**config.mk**
```make
export PLATFORM = sky130hd
export DESIGN_NAME = ppi_mode1_handshake
export DESIGN_NICKNAME = d
export VERILOG_FILES = /design/src/rtl/ppi_pkg.sv /design/src/rtl/ppi_edge_sync.sv /design/src/rtl/ppi_mode1_handshake.sv
export SDC_FILE = /design/constraint.sdc
export NUM_CORES = 1
export LEC_CHECK = 0
export ABC_AREA = 0
export BUFFER_PORTS_ARGS = -buffer_cell sky130_fd_sc_hd__buf_2
export CAP_MARGIN = 20
export CORE_MARGIN = 3
export CORE_UTILIZATION = 40
export DETAILED_ROUTE_END_ITERATION = 10
export GPL_TIMING_DRIVEN = 1
export PLACE_DENSITY = 0.71
export SYNTH_ARGS = -nofsm -noshare
export SYNTH_HDL_FRONTEND = slang
export SYNTH_SLANG_ARGS = --single-unit
```
**constraint.sdc**
```tcl
create_clock -name CLK -period 2.6 [get_ports CLK]
set_input_delay 0.52 -clock CLK [delete_from_list [all_inputs] [get_ports CLK]]
set_output_delay 0.52 -clock CLK [all_outputs]
set_load 0.01 [all_outputs]
```
**src/rtl/ppi_pkg.sv**
```systemverilog
// Shared types and constants for the PPI Mode 1 strobed-I/O handshake.
package ppi_pkg;

    localparam int unsigned PPI_WIDTH = 8;

    // Port C status bit positions in Mode 1 (group A then group B)
    localparam int unsigned PC_INTR_A  = 3;
    localparam int unsigned PC_IBF_A   = 5;
    localparam int unsigned PC_OBF_N_A = 7;
    localparam int unsigned PC_INTE_A_IN  = 4;
    localparam int unsigned PC_INTE_A_OUT = 6;
    localparam int unsigned PC_INTR_B  = 0;
    localparam int unsigned PC_IBF_B   = 1;
    localparam int unsigned PC_OBF_N_B = 1;
    localparam int unsigned PC_INTE_B  = 2;

    typedef enum logic [2:0] {
        DISABLED  = 3'd0,
        IN_EMPTY  = 3'd1,
        IN_FULL   = 3'd2,
        OUT_EMPTY = 3'd3,
        OUT_FULL  = 3'd4
    } hs_state_t;

    function automatic hs_state_t empty_state(input logic mode1_en, input logic dir_in);
        hs_state_t st;
        if (!mode1_en) begin
            st = DISABLED;
        end else if (dir_in) begin
            st = IN_EMPTY;
        end else begin
            st = OUT_EMPTY;
        end
        return st;
    endfunction

    // True when the current state belongs to the configured port direction
    function automatic logic cfg_matches(input hs_state_t st, input logic mode1_en,
                                         input logic dir_in);
        logic ok;
        case (st)
            DISABLED:            ok = ~mode1_en;
            IN_EMPTY, IN_FULL:   ok = mode1_en & dir_in;
            OUT_EMPTY, OUT_FULL: ok = mode1_en & ~dir_in;
            default:             ok = 1'b0;
        endcase
        return ok;
    endfunction

endpackage

```
**src/rtl/ppi_edge_sync.sv**
```systemverilog
// Peripheral strobe synchronizer with rise/fall pulse outputs.
// PPI_STB_SYNC_EN selects a two-flop synchronizer instead of a single sampling flop.
module ppi_edge_sync
    import ppi_pkg::*;
(
    input  logic clk,
    input  logic rst_n,
    input  logic async_in,
    output logic rise_s,
    output logic fall_s
);

    logic level_s;
    logic prev_r;

`ifdef PPI_STB_SYNC_EN
    logic meta_r;
    logic sync_r;

    // Two-flop synchronizer; idle level of the strobes is high
    always_ff @(posedge clk or negedge rst_n) begin
        if (!rst_n) begin
            meta_r <= 1'b1;
            sync_r <= 1'b1;
        end else begin
            meta_r <= async_in;
            sync_r <= meta_r;
        end
    end
    assign level_s = sync_r;
`else
    logic samp_r;

    // Single sampling flop for peripherals already synchronous to clk
    always_ff @(posedge clk or negedge rst_n) begin
        if (!rst_n) begin
            samp_r <= 1'b1;
        end else begin
            samp_r <= async_in;
        end
    end
    assign level_s = samp_r;
`endif

    // Edge history register
    always_ff @(posedge clk or negedge rst_n) begin
        if (!rst_n) begin
            prev_r <= 1'b1;
        end else begin
            prev_r <= level_s;
        end
    end

    assign rise_s = level_s & ~prev_r;
    assign fall_s = ~level_s & prev_r;

endmodule

```
**src/rtl/ppi_mode1_handshake.sv**
```systemverilog
// Mode 1 strobed-I/O handshake controller for one PPI port.
// Build option: PPI_STB_SYNC_EN (two-flop synchronizer on STB_N/ACK_N).
module ppi_mode1_handshake
    import ppi_pkg::*;
#(
    parameter int unsigned WIDTH = PPI_WIDTH
) (
    input  logic             CLK,
    input  logic             RESET_N,
    input  logic             MODE1_EN,
    input  logic             DIR_IN,
    input  logic             SEL,
    input  logic             READ,
    input  logic             WRITE,
    input  logic [WIDTH-1:0] DATA_W,
    input  logic [WIDTH-1:0] PORT_PINS,
    input  logic             STB_N,
    input  logic             ACK_N,
    input  logic             INTE_SET,
    input  logic             INTE_CLR,
    output logic [WIDTH-1:0] DATA_R,
    output logic [WIDTH-1:0] PORT_OUT,
    output logic             PORT_OE,
    output logic             IBF,
    output logic             OBF_N,
    output logic             INTR,
    output logic             OVR,
    output logic             INTE
);

    hs_state_t        state_r;
    logic [WIDTH-1:0] data_r_r;
    logic [WIDTH-1:0] port_out_r;
    logic             port_oe_r;
    logic             ibf_r;
    logic             obf_n_r;
    logic             intr_r;
    logic             intr_req_r;
    logic             ovr_r;
    logic             inte_r;
    logic             rd_prev_r;
    logic             wr_prev_r;

    logic rd_s, wr_s;
    logic rd_assert_s, rd_deassert_s, wr_assert_s, wr_deassert_s;
    logic stb_rise_s, stb_fall_s, ack_rise_s, ack_fall_s;
    logic srst_s;
    logic intr_req_nxt_s;
    logic inte_nxt_s;

    ppi_edge_sync u_stb_sync (
        .clk      (CLK),
        .rst_n    (RESET_N),
        .async_in (STB_N),
        .rise_s   (stb_rise_s),
        .fall_s   (stb_fall_s)
    );

    ppi_edge_sync u_ack_sync (
        .clk      (CLK),
        .rst_n    (RESET_N),
        .async_in (ACK_N),
        .rise_s   (ack_rise_s),
        .fall_s   (ack_fall_s)
    );

    assign rd_s          = READ & SEL;
    assign wr_s          = WRITE & SEL;
    assign rd_assert_s   = rd_s & ~rd_prev_r;
    assign rd_deassert_s = ~rd_s & rd_prev_r;
    assign wr_assert_s   = wr_s & ~wr_prev_r;
    assign wr_deassert_s = ~wr_s & wr_prev_r;

    // A configuration change restarts the handshake from the empty state
    assign srst_s = ~cfg_matches(state_r, MODE1_EN, DIR_IN);

    // Interrupt enable next value; clear dominates set
    always_comb begin
        inte_nxt_s = inte_r;
        if (INTE_CLR) begin
            inte_nxt_s = 1'b0;
        end else if (INTE_SET) begin
            inte_nxt_s = 1'b1;
        end else begin
            inte_nxt_s = inte_r;
        end
    end

    // Interrupt request next value; CPU edges are checked first so they win
    always_comb begin
        intr_req_nxt_s = intr_req_r;
        case (state_r)
            IN_FULL: begin
                if (rd_assert_s) begin
                    intr_req_nxt_s = 1'b0;
                end else if (stb_rise_s) begin
                    intr_req_nxt_s = 1'b1;
                end else begin
                    intr_req_nxt_s = intr_req_r;
                end
            end
            OUT_EMPTY: begin
                if (wr_assert_s) begin
                    intr_req_nxt_s = 1'b0;
                end else begin
                    intr_req_nxt_s = intr_req_r;
                end
            end
            OUT_FULL: begin
                if (wr_assert_s) begin
                    intr_req_nxt_s = 1'b0;
                end else if (obf_n_r && ack_rise_s) begin
                    intr_req_nxt_s = 1'b1;
                end else begin
                    intr_req_nxt_s = intr_req_r;
                end
            end
            default: intr_req_nxt_s = intr_req_r;
        endcase
    end

    // CPU strobe history, interrupt enable and pin-drive enable
    always_ff @(posedge CLK or negedge RESET_N) begin
        if (!RESET_N) begin
            rd_prev_r <= 1'b0;
            wr_prev_r <= 1'b0;
            inte_r    <= 1'b0;
            port_oe_r <= 1'b0;
        end else begin
            rd_prev_r <= rd_s;
            wr_prev_r <= wr_s;
            inte_r    <= inte_nxt_s;
            port_oe_r <= MODE1_EN & ~DIR_IN;
        end
    end

    // Handshake FSM with latches and status flags; CPU actions are applied last
    always_ff @(posedge CLK or negedge RESET_N) begin
        if (!RESET_N) begin
            state_r    <= DISABLED;
            data_r_r   <= '0;
            port_out_r <= '0;
            ibf_r      <= 1'b0;
            obf_n_r    <= 1'b1;
            intr_req_r <= 1'b0;
            intr_r     <= 1'b0;
            ovr_r      <= 1'b0;
        end else if (srst_s) begin
            state_r    <= empty_state(MODE1_EN, DIR_IN);
            ibf_r      <= 1'b0;
            obf_n_r    <= 1'b1;
            intr_req_r <= 1'b0;
            intr_r     <= 1'b0;
            ovr_r      <= 1'b0;
        end else begin
            intr_req_r <= intr_req_nxt_s;
            intr_r     <= intr_req_nxt_s & inte_nxt_s;
            case (state_r)
                IN_EMPTY: begin
                    if (stb_fall_s) begin
                        data_r_r <= PORT_PINS;
                        ibf_r    <= 1'b1;
                        state_r  <= IN_FULL;
                    end
                end
                IN_FULL: begin
                    if (stb_fall_s) begin
                        ovr_r <= 1'b1;
                    end
                    if (rd_deassert_s) begin
                        ibf_r   <= 1'b0;
                        ovr_r   <= 1'b0;
                        state_r <= IN_EMPTY;
                    end
                end
                OUT_EMPTY, OUT_FULL: begin
                    if (wr_assert_s) begin
                        port_out_r <= DATA_W;
                    end
                    // obf_n_r high inside OUT_FULL marks that the ACK_N fall was seen
                    if ((state_r == OUT_FULL) && !obf_n_r && ack_fall_s) begin
                        obf_n_r <= 1'b1;
                    end
                    if ((state_r == OUT_FULL) && obf_n_r && ack_rise_s) begin
                        state_r <= OUT_EMPTY;
                    end
                    if (wr_deassert_s) begin
                        obf_n_r <= 1'b0;
                        state_r <= OUT_FULL;
                    end
                end
                default: state_r <= state_r;
            endcase
        end
    end

    assign DATA_R   = data_r_r;
    assign PORT_OUT = port_out_r;
    assign PORT_OE  = port_oe_r;
    assign IBF      = ibf_r;
    assign OBF_N    = obf_n_r;
    assign INTR     = intr_r;
    assign OVR      = ovr_r;
    assign INTE     = inte_r;

endmodule

```
* After elaboration in Yosys (flattened, before gate mapping)
Index checks and enable logic that the tools add are counted.
** Storage, ports and cells
- Register bits :: 32
- Input port bits :: 27
- Output and inout bits :: 22
** Cells by class
- Equality and inequality tests :: 13
- Muxes and demuxes :: 30
- Bitwise gates (word level) :: 23
- Reduce and logical (&&, ||, !) cells :: 15
** Operators by type and width (number)
- $mux 1 :: 19
- $mux 3 :: 5
- $and 1x1->1 :: 13
- $not 1->1 :: 10
- $ne 3x3->1 const B :: 3
- $pmux 3 s3 :: 1
- $reduce_and 3->1 :: 3
- $eq 3x2->1 const B :: 2
- $pmux 1 s3 :: 2
- $logic_and 1x1->1 :: 5
- $mux 2 :: 2
- $ne 2x1->1 const B :: 2
- $ne 4x1->1 const B :: 1
- $ne 4x4->1 const B :: 1
- $reduce_and 2->1 :: 2
- $reduce_and 4->1 :: 1
- $reduce_or 2->1 :: 2
- $eq 3x1->1 const B :: 1
- $eq 3x3->1 const B :: 1
- $logic_not 3->1 :: 1
- $ne 3x1->1 const B :: 1
- $ne 3x2->1 const B :: 1
- $pmux 1 s2 :: 1
- $logic_not 1->1 :: 1

* Longest topological paths before layout
- Depth in word-level cells :: 8
- Mapped depth :: 7

* Hierarchy
A second synthesis with hierarchy kept.
** Second synthesis, totals
- Cells, all modules :: 117
- Area, all modules :: 1493.9 sq um
** By module, submodules not included
- ppi_mode1_handshake :: times used 1, cells an instance 109, area an instance 1358.8 sq um
- ppi_edge_sync :: times used 2, cells an instance 4, area an instance 67.6 sq um

* Worst setup path before layout
Ideal clock, no wire load.
- Kind :: reg-to-reg
- From :: reg state_r[0]
- To :: reg state_r[0]
- Arrival :: 1.987 ns
- Required time :: 2.473 ns
- Slack :: 0.486 ns
- Cell stages (with the launch flop) :: 7
- Path buffers :: 1
- Path through :: dfrtp_1 -> buf_6 -> or3b_4 -> or3_1 -> a221o_1 -> nand2_2 -> mux2_1
** On the way
- Longest elaborated chain between the ends :: 5
** RTL lines
- start: declaration :: RTL line ppi_mode1_handshake.sv:31 : hs_state_t state_r;
- start signal: assignment :: RTL line ppi_mode1_handshake.sv:149 : state_r <= empty_state(MODE1_EN, DIR_IN);
- start signal: assignment :: RTL line ppi_mode1_handshake.sv:192 : default: state_r <= state_r;
- $eq 3x3->1 (tied with other cells) :: RTL line ppi_pkg.sv:41, ppi_mode1_handshake.sv:158, ppi_mode1_handshake.sv:184
- $reduce_or 2->1 (tied with other cells) :: RTL line ppi_pkg.sv:41, ppi_mode1_handshake.sv:158
- $pmux 1 s3 or $logic_and 1x1->1 (tied branches) :: RTL line ppi_pkg.sv:41, ppi_mode1_handshake.sv:184
- $ne 4x1->1 (no line) (tied with other cells)
- $reduce_and 4->1 (no line)
Several ways; a longest one is shown, not always the timed one.
A chain may end at the register's enable or synchronous reset.

* Worst setup path after layout
- From :: reg state_r[0]
- To :: reg state_r[1]
The elaborated chain is that of the path after synthesis.

==> flow_summary.json <==
{
  "mostFrequentLayoutCells": "buf_2, dfrtp_1, mux2_1, nand2_1, mux2_2",
  "grt-ovfl-total": 0,
  "clk_latency_ns": 0.33,
  "grt_max_degree": 33,
  "io_pins": 49,
  "rsz0062_at_grt": "false",
  "yosys_register_bits": 32,
  "path_max_fanout": 10,
  "setup_viol": 0,
  "cp.arrival_ns": 2.45,
  "syn-num-nets": 138,
  "crit_path_end_kind": "flip-flop",
  "max-vdd-ir-drop_mv": 0.559,
  "p_per_area_nw_per_um2": 964,
  "post-route-util": 0.542,
  "critical_path_class": "reg -> reg",
  "antenna_left": 0,
  "clock_sinks": 32,
  "required_ns": 2.82,
  "post_drt_wl_per_cell_um": 12.8,
  "viasPerCell": 5.02,
  "dr.first_iter.drc_count": 54,
  "num-fill-cells": 301,
  "diodes": 0,
  "yosysTopAreaCell": "dfrtp_1",
  "synth_area_leaders": "dfrtp_1, dfstp_2, mux2_1",
  "grt_pass1_wl_um": 4650,
  "die_h_um": 64.4,
  "syn_avg_cell_area_um2": 12.3,
  "track_usage": 0.147,
  "fin_crit_sh": 0.857,
  "vias": 1039,
  "dp.cells": 199,
  "h-tree-depth": 2,
  "max_slew_margin": 0.548,
  "num_rows": 20,
  "syn_inst": 111,
  "fmax_mhz": 449,
  "synth_top_area_frac": 0.495,
  "core_area_um2": 3150,
  "post-route-drc-count": 0,
  "antenna_found_initial": 0,
  "routabilityCongestion": 0.821,
  "cts_resized": 0,
  "async_flop_share": 1.00,
  "maxSlewViolCount": 0,
  "postCtsSetupBuffers": 0,
  "drive_above_1_share": 0.454,
  "cts_buffers": 5,
  "root_buffer": "clkbuf_4",
  "setup_tns_ns": 0,
  "p_leak_nw": 0.878,
  "fp.dieW_um": 64.4,
  "clockBufferDepth": 2,
  "dr.pass1.iters": 4,
  "mostFrequentLayoutCell": "buf_2",
  "hold_viol_final": 0,
  "ys_seq_area_frac": 0.591,
  "clock_skew_ns": 0.00683,
  "place_hpwl_um": 2000,
  "io_buffers": 48,
  "worst_pin_slew_ns": 0.678,
  "clk_pin_slew_ns": 0.10,
  "wl_um": 2640,
  "syn_area_um2": 1370,
  "cap_violations": 0,
  "min_period_ns": 2.23,
  "area_delta_synth_final_pct": 25.3,
  "status": "finished, final reports clean",
  "die_area_um2": 4150,
  "cts_hold_buf": 0,
  "start_util": 0.433,
  "cts_tree": "done",
  "synth_ff_type": "dfrtp_1",
  "grt_pass1_vias": 1059,
  "cp-start-kind": "flip-flop",
  "ys_types": 35,
  "power_mw": 1.65,
  "yosysWarnings": 0,
  "final_cells": 207,
  "hold_path_class": "in -> async",
  "synth_edf_count": 0,
  "nNetsFinal": 189
}
==> worst paths after layout <==
path                                         startpoint                      endpoint  cells after the start  slack [ns]
hold reg to reg            u_stb_sync.level_s$_DFF_PN1_   u_stb_sync.prev_r$_DFF_PN1_                      0        0.38
min in group CLK                                  ACK_N  u_ack_sync.level_s$_DFF_PN1_                      1        0.29
setup reg to reg                 state_r[0]$_DFFE_PN0P_        state_r[1]$_DFFE_PN0P_                      5        0.37
max in group asynchronous                       RESET_N       PORT_OUT[4]$_DFFE_PN0P_                      1        1.94
hold / removal                                  RESET_N                INTE$_DFF_PN0_                      1        0.22
setup / recovery                 state_r[0]$_DFFE_PN0P_        state_r[1]$_DFFE_PN0P_                      5        0.37
==> cell type report <==
cell class,instances,area (um2),share of cell area
multi-input combinational,72,520,0.304
clock inverter,2,35.0,0.0205
sequential,32,807,0.472
timing repair buffer,48,240,0.140
inverter,3,11.3,0.00658
clock buffer,6,41.3,0.0241
tap,44,55.1,0.0322
==> metrics by stage <==
| stage | worst slack [ns] | hold slack, ns | cell area [um2] |
|---|---|---|---|
| 2_1_floorplan | 0.486 | 0.224 | 1370 |
| 3_3_place_gp | 0.447 | 0.363 | 1630 |
| 3_5_place_dp | 0.387 | 0.366 | 1630 |
| 4_1_cts | 0.373 | 0.236 | 1710 |
| 5_1_grt | 0.274 | 0.256 | 1710 |
| 6_report | 0.373 | 0.221 | 1710 |
==> power breakdown <==
part	switching (mW)	total (mW)	internal, mW
sequential	0.0982	0.747	0.649
combinational	0.274	0.540	0.266
clock	0.161	0.362	0.201
total	0.534	1.65	1.12
==> logic make-up after synthesis <==
family | count (synthesis) | synth area share
xor+xnor | 1 | 0.00642
buf+inv | 7 | 0.0275
simple gates | 39 | 0.153
mux | 18 | 0.148
compound gates | 14 | 0.0733
flops | 32 | 0.591
==> critical path: stages (launching register included) <==
cell,delay (ns)
dfrtp_1,0.49
or3b_4,0.47
or3_1,0.38
a221o_1,0.37
nand2_2,0.10
mux2_1,0.31
==> cell usage after synthesis, drive strengths merged (2+ instances only) <==
cell    count
nand2      11
or3b        2
dfrtp      27
nor2        7
a21oi       4
nand3       3
and2        2
o221ai      2
or3         2
dfstp       5
buf         4
nor2b       5
inv         3
mux2       18
==> layer usage <==
metal / up-vias / routed length, um / GRT usage
met5: - / 0 / 0
li1: 491 / - / -
met3: 6 / 268 / 0.0676
met4: 0 / 50 / 0.0475
met1: 490 / 1110 / 0.179
met2: 52 / 1220 / 0.232
No activity file was read; power rests on OpenSTA's default activity.
